--- src/rtl/config_access_sync.sv ---
// Config-bit export: synchronises asynchronous configuration SRAM bits into the user clock
// domain, debounces them and commits the whole vector atomically. Adds a commit hold, a
// change pulse and an LSB-first serial readback of the committed vector.
module config_access_sync #(
  parameter int unsigned NoConfigBits = 8,
  parameter int unsigned SyncStages   = 2,
  parameter int unsigned StableCycles = 4,
  parameter logic [NoConfigBits-1:0] ResetValue = '0
) (
  input  logic                    UserCLK,
  input  logic                    Reset,
  input  logic [NoConfigBits-1:0] ConfigBits,
  input  logic                    C_hold,
  input  logic                    RB_start,
  output logic [NoConfigBits-1:0] C_bits,
  output logic                    C_changed,
  output logic                    RB_valid,
  output logic                    RB_data,
  output logic                    RB_done
);

  localparam int unsigned CntW = $clog2(StableCycles + 1);
  localparam int unsigned IdxW = (NoConfigBits > 1) ? $clog2(NoConfigBits) : 1;
  localparam logic [CntW-1:0] CntMax  = CntW'(StableCycles);
  localparam logic [IdxW-1:0] IdxLast = IdxW'(NoConfigBits - 1);

  typedef enum logic {StIdle, StShift} rb_state_e;

  logic [NoConfigBits-1:0] sync_q [SyncStages];
  logic [NoConfigBits-1:0] s;
  logic [NoConfigBits-1:0] s_q;
  logic [NoConfigBits-1:0] c_bits_q, c_bits_d;
  logic [CntW-1:0]         cnt_q, cnt_d;
  logic                    changed_q;
  logic                    commit;

  rb_state_e               state_q;
  logic [NoConfigBits-1:0] sh_q;
  logic [IdxW-1:0]         idx_q;
  logic                    rb_valid_q;
  logic                    rb_done_q;

  assign s = sync_q[SyncStages-1];

  // Per-bit synchroniser chain into the user clock domain.
  always_ff @(posedge UserCLK) begin
    if (Reset) begin
      for (int k = 0; k < int'(SyncStages); k++) sync_q[k] <= ResetValue;
    end else begin
      sync_q[0] <= ConfigBits;
      for (int k = 1; k < int'(SyncStages); k++) sync_q[k] <= sync_q[k-1];
    end
  end

  // Stability counting and the atomic commit decision.
  always_comb begin
    commit   = (cnt_q == CntMax) && (s_q != c_bits_q) && !C_hold;
    c_bits_d = commit ? s_q : c_bits_q;
    if (s != s_q) begin
      cnt_d = '0;
    end else if (cnt_q != CntMax) begin
      cnt_d = cnt_q + CntW'(1);
    end else begin
      cnt_d = cnt_q;
    end
  end

  // Sample register, stability counter, committed vector and change pulse.
  always_ff @(posedge UserCLK) begin
    if (Reset) begin
      s_q       <= ResetValue;
      cnt_q     <= '0;
      c_bits_q  <= ResetValue;
      changed_q <= 1'b0;
    end else begin
      s_q       <= s;
      cnt_q     <= cnt_d;
      c_bits_q  <= c_bits_d;
      changed_q <= commit;
    end
  end

  // Readback FSM: snapshot the committed vector, then shift it out LSB first.
  always_ff @(posedge UserCLK) begin
    if (Reset) begin
      state_q    <= StIdle;
      sh_q       <= '0;
      idx_q      <= '0;
      rb_valid_q <= 1'b0;
      rb_done_q  <= 1'b0;
    end else begin
      rb_done_q <= 1'b0;
      unique case (state_q)
        StIdle: begin
          if (RB_start) begin
            // Register value, so a commit on this same edge is not seen.
            sh_q       <= c_bits_q;
            idx_q      <= '0;
            rb_valid_q <= 1'b1;
            state_q    <= StShift;
          end
        end
        StShift: begin
          sh_q  <= sh_q >> 1;
          idx_q <= idx_q + IdxW'(1);
          if (idx_q == IdxLast) begin
            rb_valid_q <= 1'b0;
            rb_done_q  <= 1'b1;
            state_q    <= StIdle;
          end
        end
      endcase
    end
  end

  assign C_bits    = c_bits_q;
  assign C_changed = changed_q;
  assign RB_valid  = rb_valid_q;
  assign RB_data   = rb_valid_q & sh_q[0];
  assign RB_done   = rb_done_q;

endmodule

--- config.mk ---
export PLATFORM = sky130hd
export DESIGN_NAME = config_access_sync
export DESIGN_NICKNAME = d
export VERILOG_FILES = /design/src/rtl/config_access_sync.sv
export SDC_FILE = /design/constraint.sdc
export NUM_CORES = 1
export LEC_CHECK = 0
export ABC_AREA = 1
export BUFFER_PORTS_ARGS = -buffer_cell sky130_fd_sc_hd__clkbuf_2
export CAP_MARGIN = 30
export CELL_PAD_IN_SITES_DETAIL_PLACEMENT = 1
export CELL_PAD_IN_SITES_GLOBAL_PLACEMENT = 2
export CORE_AREA = 2 2 83 85
export CTS_CLUSTER_SIZE = 24
export DETAILED_ROUTE_END_ITERATION = 8
export DIE_AREA = 0 0 85 87
export MAX_ROUTING_LAYER = met4
export PLACE_DENSITY_LB_ADDON = 0.1
export SLEW_MARGIN = 20
export SYNTH_ARGS = -nofsm -noshare
export SYNTH_HDL_FRONTEND = slang
export SYNTH_SLANG_ARGS = --single-unit
--- constraint.sdc ---
create_clock -name UserCLK -period 1.5 [get_ports UserCLK]
set_input_delay 0.225 -clock UserCLK [delete_from_list [all_inputs] [get_ports UserCLK]]
set_output_delay 0.225 -clock UserCLK [all_outputs]
set_load 0.03 [all_outputs]
After elaboration in Yosys (flattened, before gate mapping)
Memory sizes are Yosys's and may differ from the RTL's. Cells that the tools add are included.

Register bits after elaboration: 34. Bits in latches: 0. RAM bits: 16. Memory bits (read-only): 0. Input port bits: 12. Output and inout port bits: 12. Logic and storage cells: 45. Memories: 1.

Add/subtract/negate cells: 2. $mul: 0. Divide/modulo/power cells: 0. Order comparisons: 0. Eq/ne operators: 7. Shift-type cells: 0. Mux-type cells: 16. Bitwise gates (word level): 4. Reduce and logical (&&, ||, !) cells: 6.

Memory list: sync_q (words 2, width 8, read ports 2, clocked after memory_dff 0, wr ports 2, RTL line 29) `logic [NoConfigBits-1:0] sync_q [SyncStages];`.

Operators by type and width (number): two-way mux 8 bit (3); != test 8 bit (2); case mux 8 bit (2 select lines) (1); two-way mux 1 bit (8); adder 3 x 1 -> 3 bit, second input constant (2); == test 3 bit, second input constant (2); case mux 3 bit (2 select lines) (1); case mux 1 bit (2 select lines) (2); OR reduction 2 bit (2); two-way mux 3 bit (1); != test 3 bit, second input constant (1); logical AND 1 bit (2); != test 2 x 1 -> 1 bit, second input constant (1); != test 2 bit, second input constant (1); OR 1 bit (2); AND reduction 2 bit (1); bitwise AND 1 bit (1); zero test 1 bit (1); inverter 1 bit (1).

Logic depth before layout (Yosys ltp)
Depth in word-level cells: 3. Gate-level depth with buffers: 10. Gate-level depth less buffers: 9.

Worst setup path before layout
Ideal clock, no wire load.

Path kind: register to register. Start point: register c_bits_q[4] (netlist: C_bits[4]). End point: register c_bits_q[2] (netlist: C_bits[2]). Library setup time: 0.116 ns. Data arrival time: 1.275 ns. Required time: 1.384 ns. Path slack: 0.110 ns. Stages on the path, launching flop included: 8. Buffers on the path: 1. Clock period less this slack: 1.390 ns. Cell sequence: dfxtp_1 > xnor2_1 > nand2_1 > nor2_1 > nand2_2 > buf_6 > a21oi_1 > nor2_1.

Cells in the longest elaborated chain, start to end: 3.

RTL lines: start, declared (RTL line 32) `logic [NoConfigBits-1:0] c_bits_q, c_bits_d;`; start signal, assigned (RTL line 73) `c_bits_q <= ResetValue;`; start signal, assigned (RTL line 78) `c_bits_q <= c_bits_d;`; != test 8 bit (RTL line 57) `commit = (cnt_q == CntMax) && (s_q != c_bits_q) && !C_hold;`; logical AND 1 bit (2 in a row) (RTL line 57).

Every way passes these cells. A chain may end at the register's enable or synchronous reset.

Worst setup path in the final report
Start point: register c_bits_q[2] (netlist: C_bits[2]). End point: register c_bits_q[1] (netlist: C_bits[1]).

Same word-level chain as after synthesis.

==> qor.csv <==
metric,value,unit
Synth-to-Final Area Change,16.4,%
DR pass1 iterations,4,
Worst Hold Class,in2reg,
type of the worst setup path,reg2reg,
initial antenna violation count,0,
total number of vias,1589,
Syn Nets,283,
post-CTS setup buffer count,0,
CTS sink count,50,
pwr dens,1070,nW/um^2
Multi-input gate area,752,sq um
Layout Cells excl Fill,375,
Synth top cells by count,"dfxtp_1, inv_1, nand2_1",
library cells used by synthesis,26,
unrepaired setup endpoints after global routing,no,
"Data arrival, critical path",1.54,ns
"Clk Latency, worst-skew pair",0.30,ns
main combinational cell family by area after synthesis,simple AND/OR/NAND/NOR gates,
post-synthesis simple-gate area fraction,0.226,
Crit path buffers/inverters,0,
required time of the critical path,1.70,ns
Routed WL per cell,11.6,um
"EDFF count, synth",0,
Final HPWL DP,3.18,mm
CP max stage cell,dfxtp_1,
Die W,85,um
Starting Density,0.305,
Placer Congestion,0.743,
Adder-Cell Fraction of Synth Area,0.0250,
Synth Instances,267,
biggest area consumer among synthesized cells,dfxtp_1,
clk_skew,0.00559,ns
Setup TNS Final,0,ns
global route overflow,0,
FF/Latch Area,1000,sq um
pins over their slew limit,0,
Post-DRT Antenna Nets,0,
CP Max Fanout,17,
crit path launch type,flop,
Max IR drop VDD,0.569,mV
GRT Util Overall,0.132,
synth top area cells,"dfxtp_1, inv_1, nand2_1, nor2_1, a21oi_1",
post-synthesis sequential area ratio,0.499,
CORE AREA,6570,sq um
P_leak,0.00109,uW
CP most frequent cell,nor2_1,
Num CTS Buffers,5,
worst-path cell chain,xnor2_1 -> nand2_1 -> nor2_1 -> nand2_4 -> a21oi_1 -> nor2_1,
XOR/XNOR share of the synthesized area,0.0393,
nets,310,
post-synthesis mux area share,0,
Netlist Area Pre-Place,2000,sq um
Inst Count DP,367,
ys flop type,dfxtp_1,
fmax,748,MHz
H-tree levels,2,
FP Rows,30,
Ant. Diodes,0,
IO Port Bufs,23,
compound-cell area share of the yosys netlist,0.0824,
syn_area_per_cell,7.51,sq um
Yosys reg bits,50,
Final Core Density,0.355,
Rel. slew slack,0.733,
top cell type's share of synthesized area,0.499,
maxcap violations,0,
# DRC,0,
CP endpoint kind,flop,
CTS max path bufs,2,
CTS root buffer,clkbuf_8,
clock-pin slew on the worst setup and hold paths,0.09,ns
Avg Vias per Cell,4.24,
"Hold Vio Cnt, Final",0,
die area,7400,sq um
largest net degree at the start of global routing,30,
Ports,24,
setup violators final,0,
Crit path largest cell delay,0.42,ns
critical path's top delay family,simple AND/OR/NAND/NOR gates,
min Tclk post-route,1.34,ns
CTS tree,yes,
final WL,4.37,mm
Slew @ Worst Pin,0.400,ns
outcome,"finished, final reports clean",
Die Ht,87,um
crit share post-route,0.891,
share of layout cells above drive strength 1,0.146,
YS warnings,0,
initial drt markers,59,
first-pass GRT wire length,7.36,mm
fillers,832,
async set-reset flop share out of synthesis,0,
vias in the first global route,1585,
[cell type report]
| type | count | area share |
|---|---|---|
| Sequential cell | 50 | 0.430 |
| Multi-Input combinational cell | 155 | 0.322 |
| Inverter | 54 | 0.0869 |
| Timing Repair Buffer | 28 | 0.0708 |
| Tap cell | 80 | 0.0429 |
| Clock buffer | 6 | 0.0311 |
| Clock inverter | 2 | 0.0161 |
[power breakdown]
| part | switching, uW | internal [uW] |
|---|---|---|
| clock network | 445 | 498 |
| registers | 21.3 | 1360 |
| logic | 115 | 62.0 |
| total | 581 | 1920 |
[flip-flops by register name, summed over array words and instances (netlist names)]
register	flops
sh_q	8
state_q	1
s_q	8
cnt_q	3
sync_q	16
RB_done	1
C_bits	8
idx_q	3
C_changed	1
RB_valid	1
[stage by stage]
step                setup WS [ns]  hold slack, ns  instance area, sq um  total power (uW)
floorplan                   0.110           0.332                  2000              1540
global placement            0.130           0.390                  2220              1590
detailed placement          0.122           0.396                  2220              1600
CTS                         0.101          0.0838                  2330              2570
global route               0.0151           0.104                  2330              2640
finish                      0.164          0.0968                  2330              2500
[final timing paths]
kind	cells past startpoint	start	end	slack, ns
setup / recovery	6	C_bits[2]	C_bits[1]	0.16
hold / removal	3	ConfigBits[6]	sync_q[0][6]	0.1
setup reg to reg	6	C_bits[2]	C_bits[1]	0.16
hold reg to reg	2	sync_q[0][5]	sync_q[0][13]	0.40
[metal layers]
layer | GRT usage | up-vias | part of all wire
met5 | - | - | 0
met4 | 0.0519 | 0 | 0.014
met3 | 0.0284 | 6 | 0.028
met2 | 0.221 | 16 | 0.48
met1 | 0.156 | 714 | 0.48
li1 | - | 853 | -
[cells by family after synthesis]
family,after synthesis
DFF,50
and+or+nand+nor,111
AOI/OAI and AO/OA,31
xor gates and xnor gates,9
buffers and inverters,62
adders and majority gates,4
[cell usage in the layout (no fill, tap or decap), drive strengths merged]
cell	count
a21oi	15
a22oi	2
buf	5
bufinv	1
clkbuf	29
clkinv	1
clkinvlp	1
dfxtp	50
ha	4
inv	53
nand2	48
nand3	15
nand4	1
nor2	45
nor3	2
o211ai	1
o21ai	11
o22ai	2
xnor2	5
xor2	4
[worst min-delay path, cell delays in order]
cell and delay, ns:
clkbuf_2 0.08, inv_1 0.04, nor2_1 0.03
[what timing repair did]
action | in CTS | in global routing
hold buffers | 0 | 0
resized for setup | 0 | 2
endpoints found under the setup margin | 0 | 7
No activity file was read; power rests on OpenSTA's default activity.
